<file path="src/rtl/spi_master_param.sv">
// Parametrised SPI master: configurable word width, chip selects, CKP/CPH mode,
// SCK divider and bit order, with a start/busy/done handshake toward the host.
module spi_master_param #(
  parameter int DATA_W   = 8,
  parameter int NUM_CS   = 2,
  parameter int CS_SEL_W = 1,
  parameter int DIV_W    = 8
) (
  input  logic                clk,
  input  logic                reset,
  input  logic                start,
  input  logic [DATA_W-1:0]   tx_data,
  input  logic [CS_SEL_W-1:0] cs_sel,
  input  logic                CKP,
  input  logic                CPH,
  input  logic [DIV_W-1:0]    clk_div,
  input  logic                msb_first,
  output logic                busy,
  output logic                done,
  output logic [DATA_W-1:0]   rx_data,
  output logic                SCK,
  output logic                MOSI,
  input  logic                MISO,
  output logic [NUM_CS-1:0]   CS
);

  localparam int HP_W = $clog2(2 * DATA_W);
  localparam logic [HP_W-1:0] HP_LAST = HP_W'(2 * DATA_W - 1);
  localparam logic [CS_SEL_W:0] NUM_CS_L = (CS_SEL_W + 1)'(NUM_CS);

  typedef enum logic [1:0] {
    IDLE     = 2'd0,
    SETUP    = 2'd1,
    TRANSFER = 2'd2,
    HOLD     = 2'd3
  } state_t;

  function automatic logic first_bit(input logic [DATA_W-1:0] w, input logic msb);
    return msb ? w[DATA_W-1] : w[0];
  endfunction

  function automatic logic [DATA_W-1:0] shift_out(input logic [DATA_W-1:0] w, input logic msb);
    return msb ? {w[DATA_W-2:0], 1'b0} : {1'b0, w[DATA_W-1:1]};
  endfunction

  function automatic logic [DATA_W-1:0] shift_in(input logic [DATA_W-1:0] w, input logic b,
                                                 input logic msb);
    return msb ? {w[DATA_W-2:0], b} : {b, w[DATA_W-1:1]};
  endfunction

  state_t              state_r, state_nxt_s;
  logic [DIV_W-1:0]    cnt_r, cnt_nxt_s, div_r, div_nxt_s;
  logic [HP_W-1:0]     hp_r, hp_nxt_s, hp_next_s;
  logic [DATA_W-1:0]   tx_r, tx_nxt_s, rx_r, rx_nxt_s, rx_data_r, rx_data_nxt_s;
  logic                ckp_r, ckp_nxt_s, cph_r, cph_nxt_s, msb_r, msb_nxt_s;
  logic                sck_r, sck_nxt_s, mosi_r, mosi_nxt_s;
  logic                busy_r, busy_nxt_s, done_r, done_nxt_s;
  logic [NUM_CS-1:0]   cs_r, cs_nxt_s, cs_dec_s;
  logic                start_ok_s, phase_end_s, edge_s, sample_s, emit_s;

  // hp_r indexes SCK half-periods inside TRANSFER; even ones sit at the leading level
  assign start_ok_s  = start && ({1'b0, cs_sel} < NUM_CS_L);
  assign phase_end_s = (cnt_r == div_r);
  assign hp_next_s   = (state_r == SETUP) ? '0 : hp_r + 1'b1;
  assign edge_s      = phase_end_s && ((state_r == SETUP) ||
                       ((state_r == TRANSFER) && (hp_r != HP_LAST)));
  assign sample_s    = edge_s && (cph_r ? hp_next_s[0] : !hp_next_s[0]);
  assign emit_s      = edge_s && (cph_r ? !hp_next_s[0] :
                       (hp_next_s[0] && (hp_next_s != HP_LAST)));

  assign SCK     = sck_r;
  assign MOSI    = mosi_r;
  assign CS      = cs_r;
  assign busy    = busy_r;
  assign done    = done_r;
  assign rx_data = rx_data_r;

  // Active-low one-hot decode of the requested chip select
  always_comb begin
    cs_dec_s = '1;
    for (int i = 0; i < NUM_CS; i++) begin
      if (cs_sel == CS_SEL_W'(i)) cs_dec_s[i] = 1'b0;
      else                        cs_dec_s[i] = 1'b1;
    end
  end

  // State register
  always_ff @(posedge clk) begin
    if (reset) state_r <= IDLE;
    else       state_r <= state_nxt_s;
  end

  // Next-state logic
  always_comb begin
    state_nxt_s = state_r;
    case (state_r)
      IDLE:     state_nxt_s = start_ok_s ? SETUP : IDLE;
      SETUP:    state_nxt_s = phase_end_s ? TRANSFER : SETUP;
      TRANSFER: state_nxt_s = (phase_end_s && (hp_r == HP_LAST)) ? HOLD : TRANSFER;
      HOLD:     state_nxt_s = phase_end_s ? IDLE : HOLD;
      default:  state_nxt_s = IDLE;
    endcase
  end

  // Next values of the datapath and the registered outputs
  always_comb begin
    cnt_nxt_s = cnt_r;     hp_nxt_s   = hp_r;     tx_nxt_s   = tx_r;
    rx_nxt_s  = rx_r;      div_nxt_s  = div_r;    ckp_nxt_s  = ckp_r;
    cph_nxt_s = cph_r;     msb_nxt_s  = msb_r;    sck_nxt_s  = sck_r;
    mosi_nxt_s = mosi_r;   cs_nxt_s   = cs_r;     busy_nxt_s = busy_r;
    done_nxt_s = 1'b0;     rx_data_nxt_s = rx_data_r;
    case (state_r)
      IDLE: begin
        sck_nxt_s = CKP;
        if (start_ok_s) begin
          cnt_nxt_s  = '0;       hp_nxt_s  = '0;      rx_nxt_s  = '0;
          div_nxt_s  = clk_div;  ckp_nxt_s = CKP;     cph_nxt_s = CPH;
          msb_nxt_s  = msb_first;
          busy_nxt_s = 1'b1;
          cs_nxt_s   = cs_dec_s;
          // Leading-edge sampling needs the first bit on the wire before SCK moves
          if (!CPH) begin
            mosi_nxt_s = first_bit(tx_data, msb_first);
            tx_nxt_s   = shift_out(tx_data, msb_first);
          end else begin
            tx_nxt_s   = tx_data;
          end
        end else begin
          busy_nxt_s = 1'b0;
        end
      end
      SETUP, TRANSFER: begin
        cnt_nxt_s = phase_end_s ? '0 : cnt_r + 1'b1;
        if (edge_s) begin
          hp_nxt_s  = hp_next_s;
          sck_nxt_s = ckp_r ^ !hp_next_s[0];
        end else begin
          hp_nxt_s  = hp_r;
        end
        if (sample_s) rx_nxt_s = shift_in(rx_r, MISO, msb_r);
        else          rx_nxt_s = rx_r;
        if (emit_s) begin
          mosi_nxt_s = first_bit(tx_r, msb_r);
          tx_nxt_s   = shift_out(tx_r, msb_r);
        end else begin
          mosi_nxt_s = mosi_r;
        end
      end
      HOLD: begin
        cnt_nxt_s = phase_end_s ? '0 : cnt_r + 1'b1;
        if (phase_end_s) begin
          cs_nxt_s      = '1;
          done_nxt_s    = 1'b1;
          busy_nxt_s    = 1'b0;
          rx_data_nxt_s = rx_r;
        end else begin
          done_nxt_s    = 1'b0;
        end
      end
      default: begin
        cs_nxt_s   = '1;
        busy_nxt_s = 1'b0;
      end
    endcase
  end

  // Datapath and output registers
  always_ff @(posedge clk) begin
    if (reset) begin
      cnt_r <= '0;  hp_r <= '0;  tx_r <= '0;  rx_r <= '0;  div_r <= '0;
      ckp_r <= 1'b0;  cph_r <= 1'b0;  msb_r <= 1'b0;
      sck_r <= 1'b0;  mosi_r <= 1'b0;  cs_r <= '1;
      busy_r <= 1'b0;  done_r <= 1'b0;  rx_data_r <= '0;
    end else begin
      cnt_r <= cnt_nxt_s;  hp_r <= hp_nxt_s;  tx_r <= tx_nxt_s;  rx_r <= rx_nxt_s;
      div_r <= div_nxt_s;  ckp_r <= ckp_nxt_s;  cph_r <= cph_nxt_s;  msb_r <= msb_nxt_s;
      sck_r <= sck_nxt_s;  mosi_r <= mosi_nxt_s;  cs_r <= cs_nxt_s;
      busy_r <= busy_nxt_s;  done_r <= done_nxt_s;  rx_data_r <= rx_data_nxt_s;
    end
  end

endmodule

</file>
<file path="config.mk">
export PLATFORM = sky130hd
export DESIGN_NAME = spi_master_param
export DESIGN_NICKNAME = d
export VERILOG_FILES = /design/src/rtl/spi_master_param.sv
export SDC_FILE = /design/constraint.sdc
export NUM_CORES = 1
export LEC_CHECK = 0
export CORE_MARGIN = 5
export CORE_UTILIZATION = 45
export DETAILED_ROUTE_END_ITERATION = 12
export GPL_ROUTABILITY_DRIVEN = 0
export PLACE_DENSITY = 0.7
export SETUP_SLACK_MARGIN = 0.4
export SYNTH_ARGS = -nofsm -noshare
export SYNTH_HDL_FRONTEND = slang
export SYNTH_SLANG_ARGS = --single-unit
</file>
<file path="constraint.sdc">
create_clock -name clk -period 2 [get_ports clk]
set_input_delay 0.2 -clock clk [delete_from_list [all_inputs] [get_ports clk]]
set_output_delay 0.2 -clock clk [all_outputs]
set_load 0.01 [all_outputs]
</file>
### Word level (Yosys, flattened, before mapping)

Index checks and enable logic that the tools add are counted.

| storage, ports and cells | value |
|---|---|
| bits in registers | 55 |
| input bits | 24 |
| output and inout port bits | 14 |
| word-level logic and storage cells | 95 |

| operators by class | value |
|---|---|
| $add $sub $neg | 2 |
| eq/ne operators | 13 |
| muxes and demuxes | 40 |
| bitwise operators | 2 |
| reduce and logical (&&, ||, !) cells | 23 |

Operators by type and width:

| kind | number |
|---|---|
| $mux W8 | 9 |
| $pmux W8 S2 | 3 |
| $mux W1 | 15 |
| $mux W4 | 3 |
| $ne A2 B2 Y1 const B | 6 |
| $reduce_and A3 Y1 | 4 |
| $add A8 B1 Y8 const B | 1 |
| $eq A8 B8 Y1 | 1 |
| $mux W2 | 4 |
| $ne A4 B4 Y1 const B | 2 |
| $pmux W2 S4 | 1 |
| $pmux W4 S2 | 1 |
| $reduce_and A2 Y1 | 4 |
| $logic_and A1 B1 Y1 | 6 |
| $pmux W1 S2 | 3 |
| $add A4 B1 Y4 const B | 1 |
| $eq A2 B2 Y1 const B | 2 |
| $eq A4 B4 Y1 const B | 1 |
| $pmux W2 S2 | 1 |
| $reduce_and A4 Y1 | 1 |
| $reduce_bool A2 Y1 | 2 |
| $reduce_or A2 Y1 | 2 |
| $reduce_or A3 Y1 | 1 |
| $eq A2 B1 Y1 const B | 1 |
| other kinds (5) | 5 |

### Logic depth before layout (Yosys ltp)

| depth | value |
|---|---|
| depth after elaboration | 8 |
| gate-level depth with buffers | 8 |

### Worst setup path before layout

Ideal clock, no wire load.

| timing path | value |
|---|---|
| path type | flip-flop to flip-flop |
| start | register state_r[1] |
| end | register rx_r[0] |
| setup time | 75 ps |
| data arrival time | 1905 ps |
| data required time | 1925 ps |
| path slack | 20 ps |
| cell stages (with the launch flop) | 9 |
| buffers on the path | 1 |
| period minus slack after synthesis | 1980 ps |
| path through | dfxtp_1 -> inv_1 -> ha_1 -> nor2_1 -> xor2_1 -> or3_1 -> or3_1 -> clkbuf_1 -> o22ai_1 |

| between the ends | value |
|---|---|
| cells in the longest elaborated chain, start to end | 7 |
| elaborated cells between the ends (all ways) | 16 |

Ends and longest elaborated chain:

| element | RTL line | text |
|---|---|---|
| from (decl) | 51 | `state_t state_r, state_nxt_s;` |
| from (signal assigned) | 90 | `else state_r <= state_nxt_s;` |
| $eq A2 B1 Y1 or $eq A2 B2 Y1 (tied branches) | n/a |  |
| $mux W4 or $logic_and A1 B1 Y1 (tied branches) | 64, 66 |  |
| $logic_not A1 Y1 or $logic_or A1 B1 Y1 (tied branches) | 67, 65 |  |
| $mux W1 or $logic_and A1 B1 Y1 (tied branches) | 67, 65 |  |
| $logic_and A1 B1 Y1 | 67 | `assign sample_s = edge_s && (cph_r ? hp_next_s[0] : !hp_next_s[0]);` |
| $ne A2 B2 Y1 (no source line) | n/a |  |
| $reduce_and A3 Y1 (no source line) | n/a |  |
| to (signal assigned) | 175 | `cnt_r <= cnt_nxt_s; hp_r <= hp_nxt_s; tx_r <= tx_nxt_s; rx_r <= rx_nxt_s;` |
| to (decl) | 54 | `logic [DATA_W-1:0] tx_r, tx_nxt_s, rx_r, rx_nxt_s, rx_data_r, rx_data_nxt_s;` |

Parallel ways exist; a longest one is shown, timed or not.
A chain may end at the register's enable or synchronous reset.

### Worst setup path after layout

| timing path | value |
|---|---|
| start | register div_r[4] |
| end | register tx_r[7] |

| between the ends | value |
|---|---|
| cells in the longest elaborated chain, start to end | 5 |

Ends and longest elaborated chain:

| element | RTL line | text |
|---|---|---|
| from (decl) | 52 | `logic [DIV_W-1:0] cnt_r, cnt_nxt_s, div_r, div_nxt_s;` |
| from (signal assigned) | 176 | `div_r <= div_nxt_s; ckp_r <= ckp_nxt_s; cph_r <= cph_nxt_s; msb_r <= msb_nxt_s;` |
| $eq A8 B8 Y1 | 63 | `assign phase_end_s = (cnt_r == div_r);` |
| $logic_and A1 B1 Y1 | 65 | `assign edge_s = phase_end_s && ((state_r == SETUP) \|\|` |
| $logic_and A1 B1 Y1 | 68 | `assign emit_s = edge_s && (cph_r ? !hp_next_s[0] :` |
| $ne A2 B2 Y1 (no source line) | n/a |  |
| $reduce_and A3 Y1 (no source line) | n/a |  |
| to (signal assigned) | 175 |  |
| to (decl) | 54 |  |

No other way between the ends.

==> run metrics <==
status=finished, final reports clean; Placement Rows=29; crit path max fanout=4; Clock Latency Late Sink=0.32 ns; Starting Density=0.459; Worst VDD drop=0.000324 V; top_reg_cell synth=dfxtp_1; syn_nets=366; CTS Root Cell=clkbuf_8; Finished Layout Cells=468; maximum operating frequency=0.536 GHz; Synthesis Warnings=0; Die Y-Extent=90.2 um; total core area=0.00631 mm^2; Mapped Cells=335; hold bufs inserted after CTS=0; commonest non-fill, non-tap cells in the layout=nand2_1 (52), dfxtp_1 (45), mux2i_1 (39); Overall Global Routing Usage=0.166; TritonCTS Buffers=5; max-slew violations=0; Worst Tran Pin Value=0.517 ns; worst reg2reg path depth=7; Die ar.=0.00814 mm^2; most frequent cell on the critical path=buf_4; Worst Skew=0.0125 ns; WS Path Type=register to register; worst-case clock buffer depth=2; crit share post-route=0.932; WHS Path Cells=3; Final Net Count=421; reg-to-reg critical path startpoint=div_r[4]$_SDFFE_PP0P_; Worst-path clk slew=0.11 ns; Via-to-Cell Ratio=5.42; total negative slack=0 ns; Post-synth EDFFs=0; io pins=38; total gr overflow=0; post-DR wirelength/cell=14.7 um; register area share after synthesis=0.380; Max transition margin=0.655; final hold slack=0.407 ns; Antenna Nets Post-Route=0; Core Util, Final=0.612; reg-to-reg slack, setup=0.14 ns; Remaining DRCs=0; initial drt markers=103; Worst EP arrival=2.10 ns; Pre-antenna DRT Iters=4; Place WS=0.0550 ns; Pwr Density=635 mW/mm^2; largest net degree at the start of global routing=23; clk sinks=55; Antenna Cells=0; design area=0.00386 mm^2; Area Growth Syn to Fin=33.4%; Routed WL=6.90 mm; commonest non-fill, non-tap cell in the layout=nand2_1; Synth Register Bits=55; crit path from=div_r[4]$_SDFFE_PP0P_; Slowest-stage cell, CP=dfxtp_2; Final Critical Period=1.86 ns; Cell Area, Placed=0.00347 mm^2; CP Capture Type=register; DP Cell Count=445; Critical Path RT=2.23 ns; first-pass GRT wire length=11.4 mm; Mapped Area=0.00290 mm^2; Vias=2538; Final Hold Viols=0; Synth Area per Inst=8.65 um^2; CP cell instances=xor2_2, nor4_4, buf_4, nand4_4, buf_4, o311a_1, a211oi_1; FFs w/ async S/R, synth=0; share of cells above drive strength 1=0.228; total power=2.45 mW; unique cell type count in the Yosys netlist=45; CP max stage delay=0.35 ns; antenna violations before repair=0; Setup-failing EPs final=0; RSZ-0062 raised after global routing=true; vias in the first global route=2421; Leak=1.51 nW; HP Class=primary input to register; reg-to-reg endpoint=tx_r[7]$_SDFFE_PP0P_; Startpoint Class=register; port bufs=37; HPWL after DPL=4.66 mm; H-tree Lvls=2; CP Capture Point=tx_r[7]$_SDFFE_PP0P_; worst setup margin=0.135 ns; Die Wd=90.2 um; CTS tree=yes; max cap viols=0
## kinds of logic (layout without fill, tap and decap cells)
family                     after synthesis  after routing  synth area share
and+or+nand+nor                        112            112             0.190
AOI/OAI and AO/OA                       68             68             0.157
DFF                                     55             55             0.380
muxes                                   39             39             0.135
buffers and inverters                   34             90            0.0475
xor gates and xnor gates                20             20            0.0605
adders and majority gates                7              7            0.0302
## synthesized netlist by cell type (2+ instances only)
cell type | count | share of area
o21ai_0 | 9 | 0.016
nand2b_1 | 4 | 0.0086
and3_1 | 2 | 0.0043
clkbuf_1 | 14 | 0.018
xnor2_1 | 5 | 0.015
mux2i_1 | 39 | 0.13
ha_1 | 7 | 0.030
o22ai_1 | 8 | 0.017
nor3_1 | 4 | 0.0069
nor2_1 | 25 | 0.032
nand2_1 | 53 | 0.069
inv_1 | 15 | 0.019
nor4_4 | 2 | 0.015
a211oi_1 | 4 | 0.010
dfxtp_1 | 55 | 0.38
a31oi_1 | 8 | 0.017
o211ai_1 | 7 | 0.018
or3_1 | 2 | 0.0043
nand4_1 | 6 | 0.013
buf_2 | 2 | 0.0035
a21oi_1 | 19 | 0.033
nand3b_1 | 3 | 0.0078
xor2_1 | 15 | 0.045
a22oi_1 | 2 | 0.0052
nand3_1 | 5 | 0.0086
## power breakdown
part           leakage, nW  switching, mW  internal [mW]
combinational         1.01          0.317          0.305
sequential           0.452         0.0396           1.14
clock               0.0452          0.393          0.256
## critical path: cells and delay by family, from the launching register on
| family | cells | cell delay [ns] |
|---|---|---|
| AND/OR/NAND/NOR | 2 | 0.39 |
| AO/OA/AOI/OAI | 2 | 0.47 |
| XOR/XNOR | 1 | 0.18 |
| buffers and inverters | 2 | 0.38 |
| flip-flops | 1 | 0.35 |
## worst min-delay path by stage
| stage | endpoint | startpoint | slack, ns |
|---|---|---|---|
| 6_report | div_r[0]$_SDFFE_PP0P_ | clk_div[0] | 0.41 |
| 5_1_grt | div_r[1]$_SDFFE_PP0P_ | clk_div[1] | 0.41 |
| 4_1_cts | div_r[0]$_SDFFE_PP0P_ | clk_div[0] | 0.40 |
| 3_5_place_dp | div_r[6]$_SDFFE_PP0P_ | div_r[6]$_SDFFE_PP0P_ | 0.46 |
| 3_3_place_gp | div_r[6]$_SDFFE_PP0P_ | div_r[6]$_SDFFE_PP0P_ | 0.46 |
| 2_1_floorplan | div_r[0]$_SDFFE_PP0P_ | clk_div[0] | 0.33 |
## flip-flops by register name (all words and copies together), names as in the netlist, 2 cells and up
name and cells:
rx_r 8, tx_r 8, rx_data 8, state_r 2, CS 2, div_r 8, cnt_r 8, hp_r 4
## repair_timing
item,in CTS,in global routing
endpoints found under the setup margin,43,43
buffers inserted,11,4
pin swaps,25,7
gates resized for setup,28,16
## area by class of cell
class / instances / area (um^2)
clock buffer: 5 / 68.8
timing repair buffer: 66 / 619
inverter: 16 / 62.6
clock inverter: 3 / 25.0
tap: 77 / 96.3
sequential: 55 / 1120
multi-input combinational: 246 / 1870
fill: 563 / 2450
## metal layers
| metal | global-route usage | part of all wire | vias up |
|---|---|---|---|
| met4 | 0.0447 | 0.014 | 0 |
| met5 | 0 | 0 | - |
| met2 | 0.273 | 0.48 | 50 |
| met1 | 0.220 | 0.47 | 1197 |
| met3 | 0.0334 | 0.038 | 10 |
| li1 | - | - | 1281 |
No activity file was read; power rests on OpenSTA's default activity.
